===== src/rtl/uart_pkg.sv =====
// Shared UART definitions for the receive and transmit sides.
//   - uart_state_e : FSM state encoding (IDLE=0, START=1, DATA=2, STOP=3)
//   - DBIT_DEF, SB_TICK_DEF, DVSR_DEF : default frame/baud constants
//   - max_int() : helper for deriving minimum counter widths
package uart_pkg;

  typedef enum logic [1:0] {
    IDLE  = 2'd0,
    START = 2'd1,
    DATA  = 2'd2,
    STOP  = 2'd3
  } uart_state_e;

  // 8 data bits, 1 stop bit, 100 MHz / (16 x 9600) oversampling divisor.
  localparam int DBIT_DEF    = 8;
  localparam int SB_TICK_DEF = 16;
  localparam int DVSR_DEF    = 651;

  function automatic int max_int(input int a, input int b);
    return (a > b) ? a : b;
  endfunction

endpackage : uart_pkg


===== src/rtl/uart_baud_tick.sv =====
// Free-running oversampling tick generator shared by the UART transmitter
// and receiver.
//   clk     : system clock
//   reset_n : asynchronous active-low reset
//   tick    : one-clk pulse every DVSR clk cycles (when the count is DVSR-1)
module uart_baud_tick
  import uart_pkg::*;
#(
  parameter int DVSR = DVSR_DEF
) (
  input  logic clk,
  input  logic reset_n,
  output logic tick
);

  localparam int CW = max_int(1, $clog2(DVSR));
  localparam logic [CW-1:0] CNT_LAST = CW'(DVSR - 1);

  logic [CW-1:0] cnt_q;
  logic [CW-1:0] cnt_d;

  always_comb begin
    cnt_d = (cnt_q == CNT_LAST) ? '0 : cnt_q + 1'b1;
  end

  // NOTE: sequential state uses non-blocking assignments so every flop
  // samples pre-edge values, independent of block evaluation order.
  always_ff @(posedge clk or negedge reset_n) begin
    if (!reset_n) begin
      cnt_q <= '0;
    end else begin
      cnt_q <= cnt_d;
    end
  end

  assign tick = (cnt_q == CNT_LAST);

endmodule : uart_baud_tick


===== src/rtl/uart_rx.sv =====
// UART receiver: 1 start bit, DBIT data bits LSB-first, 1 stop bit, no
// parity, sampled with a 16x oversampling tick.
//   clk          : system clock
//   reset_n      : asynchronous active-low reset
//   rx           : serial input, asynchronous to clk, idle high
//   rx_dout      : last received data word, held until the next frame ends
//   rx_done_tick : one-clk pulse when a frame completes
//   frame_err    : valid with rx_done_tick only; 1 = stop bit sampled low
module uart_rx
  import uart_pkg::*;
#(
  parameter int DBIT    = DBIT_DEF,
  parameter int SB_TICK = SB_TICK_DEF,
  parameter int DVSR    = DVSR_DEF
) (
  input  logic            clk,
  input  logic            reset_n,
  input  logic            rx,
  output logic [DBIT-1:0] rx_dout,
  output logic            rx_done_tick,
  output logic            frame_err
);

  localparam int SW = max_int(4, $clog2(SB_TICK));
  localparam int NW = max_int(1, $clog2(DBIT));

  // Sample points in oversampling ticks: the start bit is checked half a
  // bit in, data bits a full bit later each, the stop bit after SB_TICK.
  localparam logic [SW-1:0] S_START_MID = SW'(7);
  localparam logic [SW-1:0] S_BIT_END   = SW'(15);
  localparam logic [SW-1:0] S_STOP_END  = SW'(SB_TICK - 1);
  localparam logic [NW-1:0] N_LAST      = NW'(DBIT - 1);

  logic            s_tick;
  logic [1:0]      rx_sync_q;
  logic            rx_s;
  uart_state_e     state_q;
  logic [SW-1:0]   s_q;
  logic [NW-1:0]   n_q;
  logic [DBIT-1:0] b_q;
  logic [DBIT-1:0] dout_q;
  logic            done_q;
  logic            ferr_q;

  uart_baud_tick #(
    .DVSR (DVSR)
  ) u_baud_tick (
    .clk     (clk),
    .reset_n (reset_n),
    .tick    (s_tick)
  );

  // NOTE: the synchronizer resets to 1 (idle line level) so releasing
  // reset never looks like a falling start edge.
  always_ff @(posedge clk or negedge reset_n) begin
    if (!reset_n) begin
      rx_sync_q <= 2'b11;
    end else begin
      rx_sync_q <= {rx_sync_q[0], rx};
    end
  end

  assign rx_s = rx_sync_q[1];

  always_ff @(posedge clk or negedge reset_n) begin
    if (!reset_n) begin
      state_q <= IDLE;
      s_q     <= '0;
      n_q     <= '0;
      b_q     <= '0;
      dout_q  <= '0;
      done_q  <= 1'b0;
      ferr_q  <= 1'b0;
    end else begin
      done_q <= 1'b0;
      ferr_q <= 1'b0;
      case (state_q)
        IDLE: begin
          // Leaves on the synchronized falling edge without waiting for a
          // tick; the free-running tick adds up to one tick of jitter.
          if (!rx_s) begin
            s_q     <= '0;
            state_q <= START;
          end
        end
        START: begin
          if (s_tick) begin
            if (s_q == S_START_MID) begin
              if (!rx_s) begin
                s_q     <= '0;
                n_q     <= '0;
                state_q <= DATA;
              end else begin
                // Line went back high before mid start bit: a glitch.
                state_q <= IDLE;
              end
            end else begin
              s_q <= s_q + 1'b1;
            end
          end
        end
        DATA: begin
          if (s_tick) begin
            if (s_q == S_BIT_END) begin
              s_q <= '0;
              b_q <= {rx_s, b_q[DBIT-1:1]};
              if (n_q == N_LAST) begin
                state_q <= STOP;
              end else begin
                n_q <= n_q + 1'b1;
              end
            end else begin
              s_q <= s_q + 1'b1;
            end
          end
        end
        STOP: begin
          if (s_tick) begin
            if (s_q == S_STOP_END) begin
              // Data is published even on a framing error; the host
              // decides what to do with it via frame_err.
              dout_q  <= b_q;
              done_q  <= 1'b1;
              ferr_q  <= ~rx_s;
              state_q <= IDLE;
            end else begin
              s_q <= s_q + 1'b1;
            end
          end
        end
        default: state_q <= IDLE;
      endcase
    end
  end

  assign rx_dout      = dout_q;
  assign rx_done_tick = done_q;
  assign frame_err    = ferr_q;

endmodule : uart_rx


===== config.mk =====
export PLATFORM = sky130hd
export DESIGN_NAME = uart_rx
export DESIGN_NICKNAME = d
export VERILOG_FILES = /design/src/rtl/uart_pkg.sv /design/src/rtl/uart_baud_tick.sv /design/src/rtl/uart_rx.sv
export SDC_FILE = /design/constraint.sdc
export NUM_CORES = 1
export LEC_CHECK = 0
export CAP_MARGIN = 10
export CORE_ASPECT_RATIO = 0.7
export CORE_MARGIN = 8
export CORE_UTILIZATION = 57
export DETAILED_ROUTE_END_ITERATION = 8
export PLACE_DENSITY = 0.78
export SETUP_SLACK_MARGIN = 0.1
export SLEW_MARGIN = 20
export SYNTH_ARGS = -nofsm -noshare
export SYNTH_HDL_FRONTEND = slang
export SYNTH_HIERARCHICAL = 1
export SYNTH_SLANG_ARGS = --single-unit

===== constraint.sdc =====
create_clock -name clk -period 2.9 [get_ports clk]
set_input_delay 0.435 -clock clk [delete_from_list [all_inputs] [get_ports clk]]
set_output_delay 0.435 -clock clk [all_outputs]
set_load 0.005 [all_outputs]

Yosys cells after proc, flatten, opt, wreduce, memory -nomap -nowiden

Index checks and enable logic that the tools add are counted.

Multiply operators: 0
Shift-type cells: 0
Equality and inequality tests: 18
$add $sub $neg: 3
Div/mod/pow operators: 0
Mux-type cells: 32
Reduce and logical (&&, ||, !) cells: 7
Bitwise logic cells: 1
Magnitude comparators: 0

Operators with widths:

| operator                                       | count |
|---|---|
| two-way mux 4 bit                              | 7 |
| != test 2 bit (second input constant)          | 11 |
| two-way mux 2 bit                              | 9 |
| two-way mux 3 bit                              | 6 |
| case mux 4 bit (4 select lines)                | 1 |
| adder 10 x 1 -> 10 bit (second input constant) | 1 |
| == test 10 bit (second input constant)         | 1 |
| two-way mux 10 bit                             | 1 |
| case mux 2 bit (4 select lines)                | 1 |
| AND reduction 8 bit                            | 1 |
| AND reduction 7 bit                            | 1 |
| two-way mux 1 bit                              | 6 |
| case mux 3 bit (2 select lines)                | 1 |
| AND reduction 3 bit                            | 2 |
| adder 4 x 1 -> 4 bit (second input constant)   | 1 |
| == test 2 bit (second input constant)          | 2 |
| == test 4 x 3 -> 1 bit (second input constant) | 1 |
| == test 4 bit (second input constant)          | 1 |
| AND reduction 4 bit                            | 1 |
| adder 3 x 1 -> 3 bit (second input constant)   | 1 |
| == test 3 bit (second input constant)          | 1 |
| == test 2 x 1 -> 1 bit (second input constant) | 1 |
| zero test 2 bit                                | 1 |
| nonzero test 2 bit                             | 1 |
| NOT 1 bit                                      | 1 |

Memory bits (writable): 0
Bits in latches: 0
Memories: 0
Bits in registers: 39
Memory bits (read-only): 0
Word-level logic and storage cells: 70
Input bits: 3

Logic depth before layout (Yosys ltp)

Gate-level depths: netlist of run 1.

Depth in word-level cells: 5
Mapped depth: 9
Mapped depth without buffers: 8

Hierarchy

The synthesis of run 1 kept the hierarchy.

By module, submodules not included:

| module         | times used | cells each | area an instance (um^2) |
|---|---|---|---|
| uart_rx        | 1          | 112        | 1370.1 |
| uart_baud_tick | 1          | 46         | 513.0 |

Worst setup path after synthesis of run 1

Ideal clock, no wire load.

Path kind: reg-to-reg
Start: register u_baud_tick.cnt_q[0]
End: register dout_q[1] (netlist: rx_dout[1])
Arrival time: 2.363 ns
Cell stages (with the launch flop): 9
Buffers on the path: 1
Setup slack: 0.412 ns
Path through: dfrtp_1 inv_1 ha_1 or3b_1 nor4_4 buf_2 nand4_2 nor2_4 mux2_2

Word-level cells in the longest chain between the ends: 2

Ends and longest elaborated chain:

| item                          | RTL line             | source |
|---|---|---|
| from (decl)                   | uart_baud_tick.sv:19 | `logic [CW-1:0] cnt_q;` |
| from (signal assigned)        | uart_baud_tick.sv:32 | `cnt_q <= cnt_d;` |
| == test 10 bit                | uart_baud_tick.sv:36 | `assign tick = (cnt_q == CNT_LAST);` |
| via s_tick                    | uart_rx.sv:34        | `logic s_tick;` |
| AND reduction 3 bit (no line) | -                    |  |
| to (signal assigned)          | uart_rx.sv:122       | `dout_q <= b_q;` |
| to (decl)                     | uart_rx.sv:41        | `logic [DBIT-1:0] dout_q;` |

The timed path passes the listed nets, and every way through them passes these cells.
A chain may end at the register's enable or synchronous reset.

Final worst setup path of run 1

Start: register u_baud_tick.cnt_q[0]
End: register dout_q[3] (netlist: rx_dout[3])

Same word-level chain as after synthesis.

==> flow_summary.json, run 1 <==
{
  "status": "completed",
  "io_pins": 13,
  "r2r_end": "rx_dout[3]",
  "cts_buffers": 5,
  "htreeDepth": 2,
  "drive_gt1_frac": 0.2486,
  "grt_pass1_wl_um": 5775,
  "areaGrowthSynthToFinish_pct": 12.36,
  "synth-compound-area-share": 0.09767,
  "max-clock-path-buffers": 2,
  "yosysWarnings": 6,
  "fmax_mhz": 406.7,
  "ys_seq_area_frac": 0.5196,
  "wl_per_cell_um": 16.20,
  "route.detailed.drc": 0,
  "antenna_found_initial": 0,
  "n_antenna_cell": 0,
  "path_class": "flop to flop",
  "tns_ns": 0,
  "crit_path_max_incr_delay_ns": 0.45,
  "postCtsSetupBuffers": 0,
  "ys.flop_type": "dfrtp_1",
  "critPathMaxFanout": 9,
  "arrival_ns": 2.64,
  "ff2ff_setup_slack_ns": 0.44,
  "peakVddDrop_mv": 0.3833,
  "via_count": 1248,
  "end_kind": "flop",
  "fin_crit_sh": 0.8479,
  "place_inst": 203,
  "worstPathCellList": "inv_1 > ha_1 > or3b_1 > nor4_4 > nand4_2 > nor2_4 > mux2_2",
  "synth_xor_area_frac": 0.02791,
  "drtPass1Iterations": 4,
  "cts_sinks": 39,
  "die_h_um": 64.09,
  "avgSynthCellArea_um2": 11.92,
  "synth_cell_types": 48,
  "cp_slowest_cell": "dfrtp_1",
  "core_area_um2": 3148,
  "cts_resized": 0,
  "rsz0062_at_grt": "false",
  "drt-initial-drc-count": 55,
  "start_util": 0.5982,
  "vias_per_cell": 5.915,
  "synth_nets": 166,
  "die_w_um": 84.70,
  "synth_adder_area_share": 0.03322,
  "clk_pin_slew_ns": 0.08,
  "synth_seq_cells": 39,
  "yosys.area_share.simple": 0.1960,
  "cts_root_buffer": "clkbuf_8",
  "maxSlewHeadroom": 0.3826,
  "synthCells": 158,
  "grt_max_degree": 40,
  "hold_buffers": 0,
  "power_leakage_nw": 0.9445,
  "finalPower_mw": 0.9258,
  "crit_end": "rx_dout[3]",
  "crit_start": "u_baud_tick/cnt_q[0]",
  "synth_edf_count": 0,
  "port_buffers": 12,
  "hold_violations": 0,
  "drv_slew": 0,
  "grt_pass1_vias": 1161,
  "fin_worst_skew_ns": 0.004608,
  "cp.required_ns": 3.08,
  "postRouteAntennaNets": 0,
  "utilization": 0.6721,
  "clock_latency_ns": 0.29,
  "overflow": 0,
  "r2r_cells": 7,
  "startpoint_type": "flop",
  "track_usage": 0.1352,
  "cts_tree": "yes",
  "dp_hpwl_um": 2409,
  "die_area_um2": 5428,
  "max_cap_viol_count": 0,
  "row_count": 17,
  "hp-class": "primary input to asynchronous set/reset pin",
  "fin_area_um2": 2116,
  "synth_mux_area_frac": 0.1017,
  "nets": 180,
  "placed_area_um2": 2027,
  "worst_pin_slew_ns": 0.9261,
  "r2r-start": "u_baud_tick/cnt_q[0]",
  "p_per_area_nw_per_um2": 437.6,
  "syn_area_um2": 1883,
  "synth_top_family_by_area": "simple AND/OR/NAND/NOR gates",
  "min_period_ns": 2.459,
  "setup_viol_count_final": 0,
  "gp_congestion": 0.8412,
  "layoutNonFillerInstCount": 211,
  "drt-total-wl_um": 3418,
  "ys_async_sr_fraction": 1.000
}
[cells by family (layout without fill, tap and decap cells)]
kind of cell,Yosys count,count (layout)
AO/OA/AOI/OAI,26,26
AND/OR/NAND/NOR,55,55
buffers and inverters,10,25
XOR/XNOR,6,6
multiplexers,17,17
flip-flops,39,39
adder cells (fa/ha/maj),5,5
[per-stage QoR]
| step | hold WS [ns] | worst slack (ns) |
|---|---|---|
| final | 0.2641 | 0.4411 |
| after floorplan | 0.1394 | 0.4123 |
| after global placement | 0.3477 | 0.5472 |
| after CTS | 0.3033 | 0.4334 |
| after detailed placement | 0.3468 | 0.4604 |
| after global routing | 0.3513 | 0.3066 |
[registers in the layout, indices dropped and copies added (netlist names), named ones only]
register / flops
rx_done_tick: 1
rx_sync_q: 2
frame_err: 1
b_q: 8
n_q: 3
rx_dout: 8
state_q: 1
u_baud_tick/cnt_q: 10
s_q: 4
[where the power goes]
part           internal [mW]  switching (mW)  leakage (nW)
sequential             0.546         0.00191         0.518
combinational        0.00195          0.0101         0.386
clock                  0.167           0.199        0.0402
[worst max-delay path, delay by kind of cell, from the launching register on]
family	cells	cell delay, ns
adders and majority gates	1	0.13
DFF	1	0.45
and+or+nand+nor	4	1.31
buffers and inverters	1	0.09
muxes	1	0.38
[layout by cell type (no fill, tap or decap), drive strengths merged, types with 2 or more instances in the layout]
cell type,count
and2,2
mux2,17
dfrtp,37
buf,2
nor2,8
dfstp,2
a22o,2
clkbuf,6
a21oi,3
a31o,2
clkdlybuf4s50,11
a211oi,2
inv,3
ha,5
nand3,7
nor3,5
nand2,12
xnor2,5
nor3b,3
nand4,7
o21ai,8
clkinvlp,2
[layout make-up]
| cell class | instances | area (um^2) |
|---|---|---|
| tap | 38 | 47.55 |
| timing repair buffer | 14 | 130.1 |
| clock inverter | 3 | 20.02 |
| fill | 241 | 1032 |
| inverter | 3 | 11.26 |
| sequential | 39 | 978.4 |
| clock buffer | 5 | 68.82 |
| multi-input combinational | 109 | 859.6 |
[cell usage after synthesis (all sizes together) (2+ instances only)]
| library cell | number | area share |
|---|---|---|
| dfrtp | 37 | 0.49 |
| mux2 | 17 | 0.10 |
| nand2 | 12 | 0.024 |
| nor2 | 8 | 0.024 |
| o21ai | 8 | 0.021 |
| nand3 | 7 | 0.019 |
| nand4 | 7 | 0.030 |
| buf | 6 | 0.016 |
| ha | 5 | 0.033 |
| nor3 | 5 | 0.013 |
| xnor2 | 5 | 0.023 |
| a21oi | 3 | 0.010 |
| inv | 3 | 0.0060 |
| nor3b | 3 | 0.012 |
| a211oi | 2 | 0.0080 |
| a22o | 2 | 0.0093 |
| a31o | 2 | 0.0093 |
| and2 | 2 | 0.0066 |
| dfstp | 2 | 0.028 |
[layer usage]
metal | routed length [um] | up-vias | share of wire | global-route usage
met4 | 25 | 0 | 0.0073 | 0.03311
li1 | - | 604 | - | -
met1 | 1590 | 613 | 0.47 | 0.1781
met2 | 1614 | 27 | 0.47 | 0.2045
met5 | 0 | - | 0 | 0
met3 | 187 | 4 | 0.055 | 0.05230
[worst min-delay path by stage]
stage                  from                    endpoint  slack (ns)  cells past startpoint
3_3_place_gp   rx_sync_q[0]                rx_sync_q[1]        0.35                      0
5_1_grt             reset_n                  rx_dout[6]        0.35                      1
6_report            reset_n        u_baud_tick/cnt_q[6]        0.26                      1
3_5_place_dp   rx_sync_q[0]                rx_sync_q[1]        0.35                      0
2_1_floorplan       reset_n  asynchronous set/reset pin        0.14                      0
4_1_cts             reset_n                  rx_dout[6]        0.30                      1
(Power assumes the default switching activity.)
==> run 2, diff against run 1 <==
--- a/config.mk
+++ b/config.mk
@@ -8,9 +8,9 @@
 export CAP_MARGIN = 10
 export CORE_ASPECT_RATIO = 0.7
 export CORE_MARGIN = 8
-export CORE_UTILIZATION = 57
+export CORE_UTILIZATION = 52
 export DETAILED_ROUTE_END_ITERATION = 8
-export PLACE_DENSITY = 0.78
+export PLACE_DENSITY = 0.75
 export SETUP_SLACK_MARGIN = 0.1
 export SLEW_MARGIN = 20
 export SYNTH_ARGS = -nofsm -noshare
==> constraint.sdc (replaced) <==
create_clock -name clk -period 2.1 [get_ports clk]
set_input_delay 0.315 -clock clk [delete_from_list [all_inputs] [get_ports clk]]
set_output_delay 0.315 -clock clk [all_outputs]
set_load 0.005 [all_outputs]
==> run 2 against run 1 <==
  * The flow now finishes with violations (negative setup slack)
  * Register-to-register slack lost 0.51 ns
  * Clock power grew 55%
  * Sequential power grew 38%
  * Clock skew grew 0.0033 ns
  * Wire length grew 15%
  * Final area grew 13%
  * Clock-buffer cell count grew 2
  * Die area grew 7.5%
  * Cell count grew 13%
  * Largest power group unchanged
==> flow_summary.json, run 2 (synthesis results as in run 1) <==
{
  "largest_reg_flops": 10,
  "fin_area_um2": 2381,
  "p_per_area_nw_per_um2": 563.4,
  "maxSlewHeadroom": 0.4233,
  "end_kind": "flop",
  "die_h_um": 66.35,
  "cts_tree": "yes",
  "path_delay_family": "simple AND/OR/NAND/NOR gates",
  "max_cap_viol_count": 0,
  "die_w_um": 87.93,
  "grt_max_degree": 40,
  "max-clock-path-buffers": 2,
  "hold_violations": 0,
  "row_count": 18,
  "peakVddDrop_mv": 0.5003,
  "dp_hpwl_um": 2589,
  "min_period_ns": 2.168,
  "nets": 195,
  "cts_buffers": 5,
  "placed_area_um2": 2132,
  "wl_per_cell_um": 16.53,
  "clk_pin_slew_ns": 0.08,
  "setup_viol_count_final": 18,
  "hp-class": "primary input to asynchronous set/reset pin",
  "grt_pass1_wl_um": 6706,
  "fmax_mhz": 461.3,
  "hold_buffers": 0,
  "cts_sinks": 39,
  "cp.required_ns": 2.28,
  "drive_gt1_frac": 0.3404,
  "finalPower_mw": 1.341,
  "regMostFlops": "u_baud_tick/cnt_q",
  "worstPathCellList": "inv_1 > ha_1 > or3b_4 > nor4_4 > buf_4 > nand4_4 > nor2_4 > buf_12 > mux2_4",
  "worst_slack_ns": -0.06780,
  "critPathMaxFanout": 8,
  "start_util": 0.5394,
  "r2r-start": "u_baud_tick/cnt_q[0]",
  "path_buf_inv": 3,
  "ff2ff_setup_slack_ns": -0.07,
  "core_area_um2": 3491,
  "layoutNonFillerInstCount": 238,
  "drt-total-wl_um": 3934,
  "gp_congestion": 0.8130,
  "fin_worst_skew_ns": 0.007879,
  "status": "finished, violations left",
  "utilization": 0.6821,
  "overflow": 0,
  "areaGrowthSynthToFinish_pct": 26.44,
  "rsz0062_at_grt": "true",
  "place_inst": 225,
  "antenna_found_initial": 0,
  "postRouteAntennaNets": 0,
  "drv_slew": 0,
  "startpoint_type": "flop",
  "n_antenna_cell": 0,
  "drtPass1Iterations": 4,
  "via_count": 1357,
  "clock_latency_ns": 0.29,
  "port_buffers": 12,
  "arrival_ns": 2.35,
  "fin_crit_sh": 1.032,
  "grt_pass1_vias": 1389,
  "power_leakage_nw": 1.059,
  "worst_pin_slew_ns": 0.8650,
  "io_pins": 13,
  "path_class": "flop to flop",
  "cp_slowest_cell": "dfrtp_1",
  "drt-initial-drc-count": 88,
  "layout_commonest_cell": "dfrtp_1",
  "route.detailed.drc": 0,
  "die_area_um2": 5834,
  "r2r_end": "b_q[5]",
  "vias_per_cell": 5.702,
  "track_usage": 0.1486,
  "mostFrequentLayoutCells": "37 x dfrtp_1, 17 x mux2_4, 14 x buf_4, 12 x nand2_1, 11 x clkdlybuf4s50_1",
  "cts_root_buffer": "clkbuf_8",
  "whs_ns": 0.1235,
  "r2r_cells": 9,
  "failed_checks": "negative setup slack",
  "htreeDepth": 2,
  "crit_path_max_incr_delay_ns": 0.39
}
-- run 2: metal layers --
layer	vias up	track usage	share of wire
li1	633	-	-
met1	688	0.1894	0.47
met2	29	0.2376	0.49
met3	7	0.03598	0.033
met4	0	0.05757	0.013
met5	-	0	0
-- run 2: worst max path at each step --
stage,start,to,slack [ns],cells after the start
2_1_floorplan,u_baud_tick/cnt_q[0],rx_dout[1],-0.15,8
3_3_place_gp,u_baud_tick/cnt_q[0],rx_dout[3],-0.003,8
3_5_place_dp,u_baud_tick/cnt_q[0],rx_dout[1],-0.07,8
4_1_cts,u_baud_tick/cnt_q[0],b_q[5],-0.07,9
5_1_grt,u_baud_tick/cnt_q[0],rx_dout[1],-0.13,8
6_report,u_baud_tick/cnt_q[0],b_q[5],-0.07,9
-- run 2: metrics by stage --
step,TNS (ns),worst slack [ns]
finish,-0.9824,-0.06780
CTS,-0.7292,-0.06524
floorplan,-2.789,-0.1522
global placement,-0.004158,-0.002580
global route,-2.433,-0.1276
detailed placement,-0.5592,-0.06771
-- run 2: final cells by class --
class / instances / area (um^2)
clock buffer: 7 / 96.34
clock inverter: 1 / 7.507
fill: 232 / 1110
inverter: 3 / 11.26
multi-input combinational: 110 / 973.4
sequential: 39 / 978.4
tap: 50 / 62.56
timing repair buffer: 28 / 251.5
-- run 2: timing repair --
| action | in CTS | in global routing |
|---|---|---|
| gates cloned | 1 | 0 |
| setup endpoints to repair | 23 | 25 |
| gates resized for setup | 14 | 10 |
| buffers inserted | 2 | 2 |
| pin swaps | 4 | 5 |
-- run 2: report_power, final --
part           switching [mW]  total [mW]  internal [mW]
sequential            0.00268       0.757          0.754
combinational          0.0145      0.0173        0.00277
clock                   0.269       0.568          0.299
